$ cat src/rtl/gf180mcu_fd_sc_mcu9t5v0__dlyline_prog.sv
// Programmable clocked delay line: delays I by 0..MAX_DEPTH enabled cycles with a tap-valid flag.
// Optional macro DLYLINE_ZMASK_EN forces Z to zero whenever ZV is low.
module gf180mcu_fd_sc_mcu9t5v0__dlyline_prog #(
    parameter  int WIDTH     = 1,
    parameter  int MAX_DEPTH = 8,
    localparam int SELW      = $clog2(MAX_DEPTH + 1)
) (
    input  logic             CLK,
    input  logic             RN,
    input  logic             EN,
    input  logic             FLUSH,
    input  logic [WIDTH-1:0] I,
    input  logic [SELW-1:0]  SEL,
    output logic [WIDTH-1:0] Z,
    output logic             ZV
);

    localparam logic [SELW-1:0] DEPTH_C = SELW'(MAX_DEPTH);

    logic [WIDTH-1:0] stage_q [1:MAX_DEPTH];
    logic [WIDTH-1:0] stage_d [1:MAX_DEPTH];
    // tap[0] is the combinational bypass; tap[k] is stage k.
    logic [WIDTH-1:0] tap     [0:MAX_DEPTH];
    logic [SELW-1:0]  sel_q, sel_d;
    logic [SELW-1:0]  hist_q, hist_d;
    logic [WIDTH-1:0] z_raw;

    assign tap[0] = I;

    genvar gi;
    generate
        for (gi = 1; gi <= MAX_DEPTH; gi++) begin : g_stage
            always_comb begin
                stage_d[gi] = stage_q[gi];
                if (FLUSH) begin
                    stage_d[gi] = '0;
                end else if (EN) begin
                    stage_d[gi] = tap[gi-1];
                end
            end

            always_ff @(posedge CLK or negedge RN) begin
                if (!RN) begin
                    stage_q[gi] <= '0;
                end else begin
                    stage_q[gi] <= stage_d[gi];
                end
            end

            assign tap[gi] = stage_q[gi];
        end
    endgenerate

    // Out-of-range requests behave as the deepest tap, so the mux index stays legal.
    always_comb begin
        sel_d = SEL;
        if (SEL > DEPTH_C) begin
            sel_d = DEPTH_C;
        end
    end

    always_comb begin
        hist_d = hist_q;
        if (FLUSH) begin
            hist_d = '0;
        end else if (EN && (hist_q != DEPTH_C)) begin
            hist_d = hist_q + 1'b1;
        end
    end

    always_ff @(posedge CLK or negedge RN) begin
        if (!RN) begin
            sel_q  <= '0;
            hist_q <= '0;
        end else begin
            sel_q  <= sel_d;
            hist_q <= hist_d;
        end
    end

    assign z_raw = tap[sel_q];
    assign ZV    = (hist_q >= sel_q);

`ifdef DLYLINE_ZMASK_EN
    assign Z = ZV ? z_raw : '0;
`else
    assign Z = z_raw;
`endif

endmodule

$ cat config.mk
export PLATFORM = sky130hd
export DESIGN_NAME = gf180mcu_fd_sc_mcu9t5v0__dlyline_prog
export DESIGN_NICKNAME = d
export VERILOG_FILES = /design/src/rtl/gf180mcu_fd_sc_mcu9t5v0__dlyline_prog.sv
export SDC_FILE = /design/constraint.sdc
export NUM_CORES = 1
export LEC_CHECK = 0
export CELL_PAD_IN_SITES_DETAIL_PLACEMENT = 1
export CELL_PAD_IN_SITES_GLOBAL_PLACEMENT = 1
export CORE_ASPECT_RATIO = 0.8
export CORE_MARGIN = 10
export CORE_UTILIZATION = 40
export CTS_CLUSTER_SIZE = 28
export DETAILED_ROUTE_END_ITERATION = 12
export GPL_TIMING_DRIVEN = 0
export PLACE_DENSITY_LB_ADDON = 0.3
export SLEW_MARGIN = 25
export SYNTH_ARGS = -nofsm -noshare
export SYNTH_HDL_FRONTEND = slang
export SYNTH_SLANG_ARGS = --single-unit
$ cat constraint.sdc
create_clock -name CLK -period 3.2 [get_ports CLK]
set_input_delay 0.48 -clock CLK [delete_from_list [all_inputs] [get_ports CLK]]
set_output_delay 0.48 -clock CLK [all_outputs]
set_load 0.05 [all_outputs]
Word level (Yosys, flattened, before mapping)
Cells that the tools add are included.
{"block": "op_classes", "n_lt_le_gt_ge": 3, "eq_ne": 1, "reduce_logical": 3, "mux": 22, "addsub": 1, "shifts": 0, "mul": 0, "bitwise_logic": 1, "n_div": 0}
{"operator": "$mux 1", "n": 18}
{"operator": "$mux 4", "n": 3}
{"operator": "$ge 5x5->1 const B", "n": 1}
{"operator": "$not 4->5", "n": 1}
{"operator": "$add 4x1->4 const B", "n": 1}
{"operator": "$bmux 1 s4", "n": 1}
{"operator": "$ge 4x4->1", "n": 1}
{"operator": "$gt 4x4->1 const B", "n": 1}
{"operator": "$ne 4x4->1 const B", "n": 1}
{"operator": "$reduce_bool 2->1", "n": 2}
{"operator": "$logic_and 1x1->1", "n": 1}
{"block": "word_totals", "mem_bits_ro": 0, "mem_count": 0, "latchBits": 0, "mem_bits_rw": 0, "ff_bits": 16, "out_inout_bits": 2, "in_bits": 9, "wordCells": 41}

Longest topological paths before layout
Gate-level depths: netlist of the first run.
{"block": "logic_depth", "ltp_word": 4, "ltp_mapped": 6, "mapped_depth_nobuf": 6}

Least setup slack after synthesis of the first run
OpenSTA, ideal clock, no wires.
{"block": "synth_path", "path_type": "reg2out", "startpoint": "register sel_q[0]", "endpoint": "output port ZV", "slack_ns": 1.226, "arrival_time_ns": 1.494, "path_buffers": 0, "stages_incl_launch_ff": 6, "path_cell_list": "dfrtp_1 -> ha_1 -> nand2b_1 -> a21o_1 -> a21o_1 -> a21o_1"}
{"block": "synth_between", "elab_chain_len": 1}
{"element": "from (decl)", "line_no": "24", "rtl": "logic [SELW-1:0] sel_q, sel_d;"}
{"element": "from (signal assigned)", "line_no": "76", "rtl": "sel_q <= sel_d;"}
{"element": "$ge 4x4->1", "line_no": "82", "rtl": "assign ZV = (hist_q >= sel_q);"}
{"element": "to (decl)", "line_no": "15", "rtl": "output logic ZV"}
Every way passes these cells.

Worst setup path after layout of the first run
Ends and elaborated chain as after synthesis.

==> qor.yml, run 1 <==
outcome:
  status: "completed"
placement:
  gp_congestion: 0.708
  port_buffers: 10
  hpwl_mm: 1.37
sta:
  setup_total_negative_slack_ps: 0
  maxClockFrequency_ghz: 0.341
  final_cycle_share: 0.915
  tightest_slew_ps: 686
  finalWorstPathRequiredPeriod_ps: 2930
  slew_viol_final: 0
  final-setup-viol-count: 0
  final.setup_skew_ps: 1.26
  worst_slew_margin_rel: 0.541
  timing.final.hold_violations: 0
  rsz0062_at_grt: "false"
final_layout:
  layout-drive-gt1-share: 0.0690
  areaGrowthSynthToFinish_pct: 18.5
  nNetsFinal: 104
  fillers: 219
  antennaDiodeCount: 0
floorplanning:
  pin_count: 11
  die_area_mm2: 0.00430
  die_height_um: 60.7
  design.core.area_mm2: 0.00193
  rows: 14
  start_util: 0.429
  chipWidth_um: 70.8
route:
  drt_drc_violations_left: 0
  drtAntennaViolNets: 0
  drt_pass1_iterations: 3
  dr.first_iter.drc_count: 6
  totalWireLength_mm: 1.68
  via_count: 570
  per_cell_routed_wire_length_um: 15.1
  drt-vias-per-instance: 5.14
setup_path:
  reg2reg_setup_slack_ps: 1700
  crit_path_max_fanout: 5
  worstRegToRegCells: 6
  crit_path_cell_trace: "ha_1 > nand2b_1 > a21o_1 > a21o_1 > a21o_1 > clkdlybuf4s50_1"
  worst_r2r_endpoint: "hist_q[1]"
  cp_data_required_time_ps: 2720
  cp_data_arrival_time_ps: 2450
  timing.critical_path.slowest_cell_delay_ps: 690
  setup.worst_path.class: "reg2out"
  worstSetupEndpointType: "output pin"
  critPathLaunchType: "register"
  crit_path_frequent_cell: "a21o_1"
  critical_path.slowest_cell: "clkdlybuf4s50_1"
  critical_path.reg2reg.startpoint: "hist_q[0]"
global_routing:
  groute.usage.overall: 0.0836
  grt.overflow.total: 0
  grt_max_degree: 17
  number_of_antenna_violations_at_the_first_check_in_global_routing: 0
  grt_first_pass_wirelength_mm: 2.93
  grt_pass1_vias: 638
power:
  power_report.internal_total_mw: 0.285
  p_leak_nw: 0.481
  power.ir.vdd_worst_uv: 243
  power.share.clock: 0.267
  switch_pwr_mw: 0.103
  power_density_mw_per_mm2: 396
  power.combinational.fraction: 0.173
  p_total_mw: 0.388
  seqPwrFrac: 0.560
  switching_share: 0.266
synth:
  synth.distinct_cells: 21
  netlist_instances: 74
  synth.net_count: 89
  synth-seq-cells: 16
  yosys_warnings: 0
  ys_seq_area_frac: 0.484
  synth_area_per_cell_um2: 11.2
  cell_area_after_synthesis_um2: 827
clock_tree:
  clk_transition_reported_paths_ps: 90
  post_cts_setup_buffer_count: 0
  clockBufferDepth: 2
  cts_max_level: 1
  cts-resized-gates: 0
  clock-root-buffer: "clkbuf_4"
  clkLatencyLatePin_ps: 280
  tritoncts: "yes"
  clock_sink_count: 16
  ctsHoldBuffers: 0
  num_cts_buffers: 3
hold_path:
  hold_path_startpoint: "stage_q[5]"
  timing.hold.worst_path_depth: 2
  hold-path-endpoint: "stage_q[5]"
  worst_hold_path_type: "reg2reg"
job:
  maxCapViolations: 0
-- area by class of cell --
cell class / instances / area (um2) / share of cell area
well taps: 24 / 30.0 / 0.0307
clock buffers: 3 / 22.5 / 0.0230
plain buffers: 3 / 12.5 / 0.0128
repair buffers: 10 / 100 / 0.102
flip-flops and latches: 16 / 400 / 0.409
multi-input cells: 50 / 395 / 0.404
inverters: 5 / 18.8 / 0.0192
-- flip-flops by register name, indices dropped and copies added (netlist names) --
signal,cells
hist_q,4
sel_q,4
stage_q,8
-- placed cells by master (no fill, tap or decap), drive strengths merged --
master,Yosys,layout
dfrtp,16,16
nor2,14,14
mux2i,11,11
clkdlybuf4s50,0,10
ha,6,6
inv,5,5
clkbuf,2,5
nor2b,3,3
a21o,3,3
xor2,2,2
o21ai,2,2
a221oi,1,1
a31oi,1,1
mux4,1,1
nand3,1,1
nand2b,1,1
nand2,1,1
buf,1,1
o211ai,1,1
nand4,1,1
xnor2,1,1
-- worst max-delay path: cells and delay by family, from the launching register on --
family | cells | cell delay (ps)
buf+inv | 1 | 690
compound gates | 3 | 510
flops | 1 | 490
fa+ha+maj | 1 | 330
simple gates | 1 | 140
-- Yosys cell counts (all sizes together) --
library cell	number	area (um2)
ha	6	75.1
mux4	1	26.3
nand4	1	6.26
nor2	14	52.6
mux2i	11	110
o211ai	1	7.51
nand2	1	3.75
dfrtp	16	400
a221oi	1	15.0
inv	5	18.8
o21ai	2	13.8
a31oi	1	6.26
clkbuf	2	7.51
a21o	3	22.5
xnor2	1	8.76
nand2b	1	6.26
nor2b	3	18.8
buf	1	5.00
xor2	2	17.5
nand3	1	5.00
-- through the flow --
stage	std cells	setup slack (ps)	utilization	hold WS (ps)	area, um2
detailed placement	108	337	0.497	538	957
floorplan	74	1230	-	184	827
CTS	111	252	0.508	557	980
finish	111	270	0.508	548	980
global placement	108	386	0.497	511	957
global route	111	167	0.508	572	980
-- layer usage --
layer | share of wire | track usage | vias up
li1 | - | - | 279
met1 | 0.46 | 0.0940 | 283
met2 | 0.50 | 0.153 | 6
met3 | 0.028 | 0.0179 | 2
met4 | 0.015 | 0.0331 | 0
met5 | 0 | 0 | -
-- power groups by stage --
stage	Combinational [mW]	Clock [mW]	Sequential (mW)
finish	0.0670	0.103	0.217
global route	0.0743	0.116	0.219
CTS	0.0684	0.105	0.217
detailed placement	0.0680	0	0.221
global placement	0.0651	0	0.221
floorplan	0.0415	0	0.219
-- cells by family (layout without fill, tap and decap cells) --
kind of cell | count (synthesis) | count (layout) | synth area share
xor+xnor | 3 | 3 | 0.0318
fa+ha+maj | 6 | 6 | 0.0908
simple gates | 21 | 21 | 0.112
flops | 16 | 16 | 0.484
compound gates | 8 | 8 | 0.0787
buf+inv | 8 | 21 | 0.0378
mux | 12 | 12 | 0.165
-- worst max path at each step --
stage | startpoint | end | slack (ps) | cells past startpoint
2_1_floorplan | sel_q[0] | ZV | 1230 | 5
3_3_place_gp | I | Z | 390 | 6
3_5_place_dp | I | Z | 340 | 6
4_1_cts | sel_q[0] | ZV | 250 | 6
5_1_grt | sel_q[0] | ZV | 170 | 6
6_report | sel_q[0] | ZV | 270 | 6
No activity file was read; power rests on OpenSTA's default activity.
==> run 2, diff against run 1 <==
Settings changed: SLEW_MARGIN 25 to not set.
==> results of run 2 <==
Final layout, timing and power as in run 1 (identical DEF).
==> run 3, diff against run 2 <==
Settings changed: CORE_UTILIZATION 40 to 44.
==> qor.yml, run 3 (synthesis gave the netlist of run 1 again) <==
outcome:
  status: "completed"
route:
  dr.first_iter.drc_count: 12
  per_cell_routed_wire_length_um: 15.2
  drt-vias-per-instance: 5.11
  drt_drc_violations_left: 0
  drtAntennaViolNets: 0
  via_count: 562
  drt_pass1_iterations: 3
  totalWireLength_mm: 1.68
setup_path:
  setup.worst_path.class: "reg2out"
  critical_path.slowest_cell: "clkdlybuf4s50_1"
  critical_path.startpoint: "sel_q[0]"
  timing.critical_path.slowest_cell_delay_ps: 690
  critPathLaunchType: "register"
  crit_path_frequent_cell: "a21o_1"
  critical_path.reg2reg.startpoint: "hist_q[0]"
  crit_path_cell_trace: "ha_1 > nand2b_1 > a21o_1 > a21o_1 > a21o_1 > clkdlybuf4s50_1"
  cp_data_required_time_ps: 2720
  cp_data_arrival_time_ps: 2430
  crit_path_max_fanout: 5
  worstSetupEndpointType: "output pin"
placement:
  port_buffers: 10
  hpwl_mm: 1.31
  gp_congestion: 0.772
  placed_cells: 106
final_layout:
  areaGrowthSynthToFinish_pct: 19.8
  sequential_cell_area_um2: 400
  top_library_cells_by_usage_in_the_layout_fill_and_taps_aside: "16 x dfrtp_1, 14 x nor2_1, 11 x mux2i_1"
  fillers: 196
  biggestRegsByFlops: "stage_q x8, hist_q x4, sel_q x4"
  mostFrequentLayoutCell: "dfrtp_1"
  nNetsFinal: 104
  multi_input_comb_area_um2: 395
  largest_register: "stage_q"
  largest_reg_flops: 8
  layout-drive-gt1-share: 0.0795
  antennaDiodeCount: 0
  stdcell_count: 110
clock_tree:
  cts-resized-gates: 0
  cts_max_level: 1
  clock_sink_count: 16
  clk_transition_reported_paths_ps: 90
  clkLatencyLatePin_ps: 280
  post_cts_setup_buffer_count: 0
  ctsHoldBuffers: 0
  clock-root-buffer: "clkbuf_4"
  tritoncts: "yes"
  num_cts_buffers: 3
  clockBufferDepth: 2
sta:
  setup_total_negative_slack_ps: 0
  worst_slew_margin_rel: 0.514
  finalWorstPathRequiredPeriod_ps: 2910
  tightest_slew_ps: 726
  slew_viol_final: 0
  final.setup_skew_ps: 2.26
  rsz0062_at_grt: "false"
  maxClockFrequency_ghz: 0.344
  timing.final.hold_violations: 0
  final-setup-viol-count: 0
  final_cycle_share: 0.909
  hold_ws_ps: 548
global_routing:
  groute.usage.overall: 0.0963
  grt_pass1_vias: 646
  grt.overflow.total: 0
  grt_first_pass_wirelength_mm: 2.97
  grt_max_degree: 17
  number_of_antenna_violations_at_the_first_check_in_global_routing: 0
floorplanning:
  die_height_um: 58.8
  rows: 13
  pin_count: 11
  die_area_mm2: 0.00402
  design.core.area_mm2: 0.00171
  start_util: 0.484
  chipWidth_um: 68.5
power:
  p_total_mw: 0.418
  p_leak_nw: 0.488
  power.ir.vdd_worst_uv: 265
  power_density_mw_per_mm2: 422
job:
  maxCapViolations: 0
hold_path:
  worst_hold_path_type: "reg2reg"
  hold_path_startpoint: "stage_q[5]"
-- run 3: changes by cell type in the layout (fill, tap and decap cells not counted) --
cell / before / now
clkbuf_8: 0 / 1
-- run 3: per-layer routing --
metal,part of all wire,global-route usage,wire length [um],vias up
met5,0,0,0,-
met4,0,0.0229,0,0
met3,0.069,0.0473,116,0
met2,0.45,0.142,762,14
met1,0.48,0.122,797,268
li1,-,-,-,280
-- run 3: through the flow --
| step | setup slack, ps | area (um2) | util |
|---|---|---|---|
| 2_1_floorplan | 1230 | 827 | - |
| 3_3_place_gp | 385 | 955 | 0.559 |
| 3_5_place_dp | 339 | 955 | 0.559 |
| 4_1_cts | 272 | 991 | 0.580 |
| 5_1_grt | 165 | 991 | 0.580 |
| 6_report | 290 | 991 | 0.580 |
-- run 3: report_power, final --
group | leakage [nW] | internal, mW | switching [mW]
logic | 0.252 | 0.0324 | 0.0352
clock network | 0.0210 | 0.0693 | 0.0642
registers | 0.215 | 0.209 | 0.00835
total | 0.488 | 0.310 | 0.108
-- run 3: worst paths after layout --
kind	endpoint	slack (ps)	depth (start not counted)
max reg2reg	hist_q[1]	1750	6
min	stage_q[4]	550	2
min in group asynchronous	stage_q[2]	620	1
max	ZV	290	6
max in group asynchronous	hist_q[0]	2130	1
min reg2reg	stage_q[4]	550	2
-- run 3: final cells by class --
class,count,area share
sequential,16,0.404
inverter,5,0.0189
tap,22,0.0278
buffer,3,0.0126
multi-input combinational,50,0.399
timing repair buffer,10,0.101
clock buffer,4,0.0366
-- run 3: worst max-delay path, delay by kind of cell, from the launching register on --
kind | cells | cell delay (ps)
AOI/OAI and AO/OA | 3 | 540
adders and majority gates | 1 | 310
buffers and inverters | 1 | 690
DFF | 1 | 470
and+or+nand+nor | 1 | 140
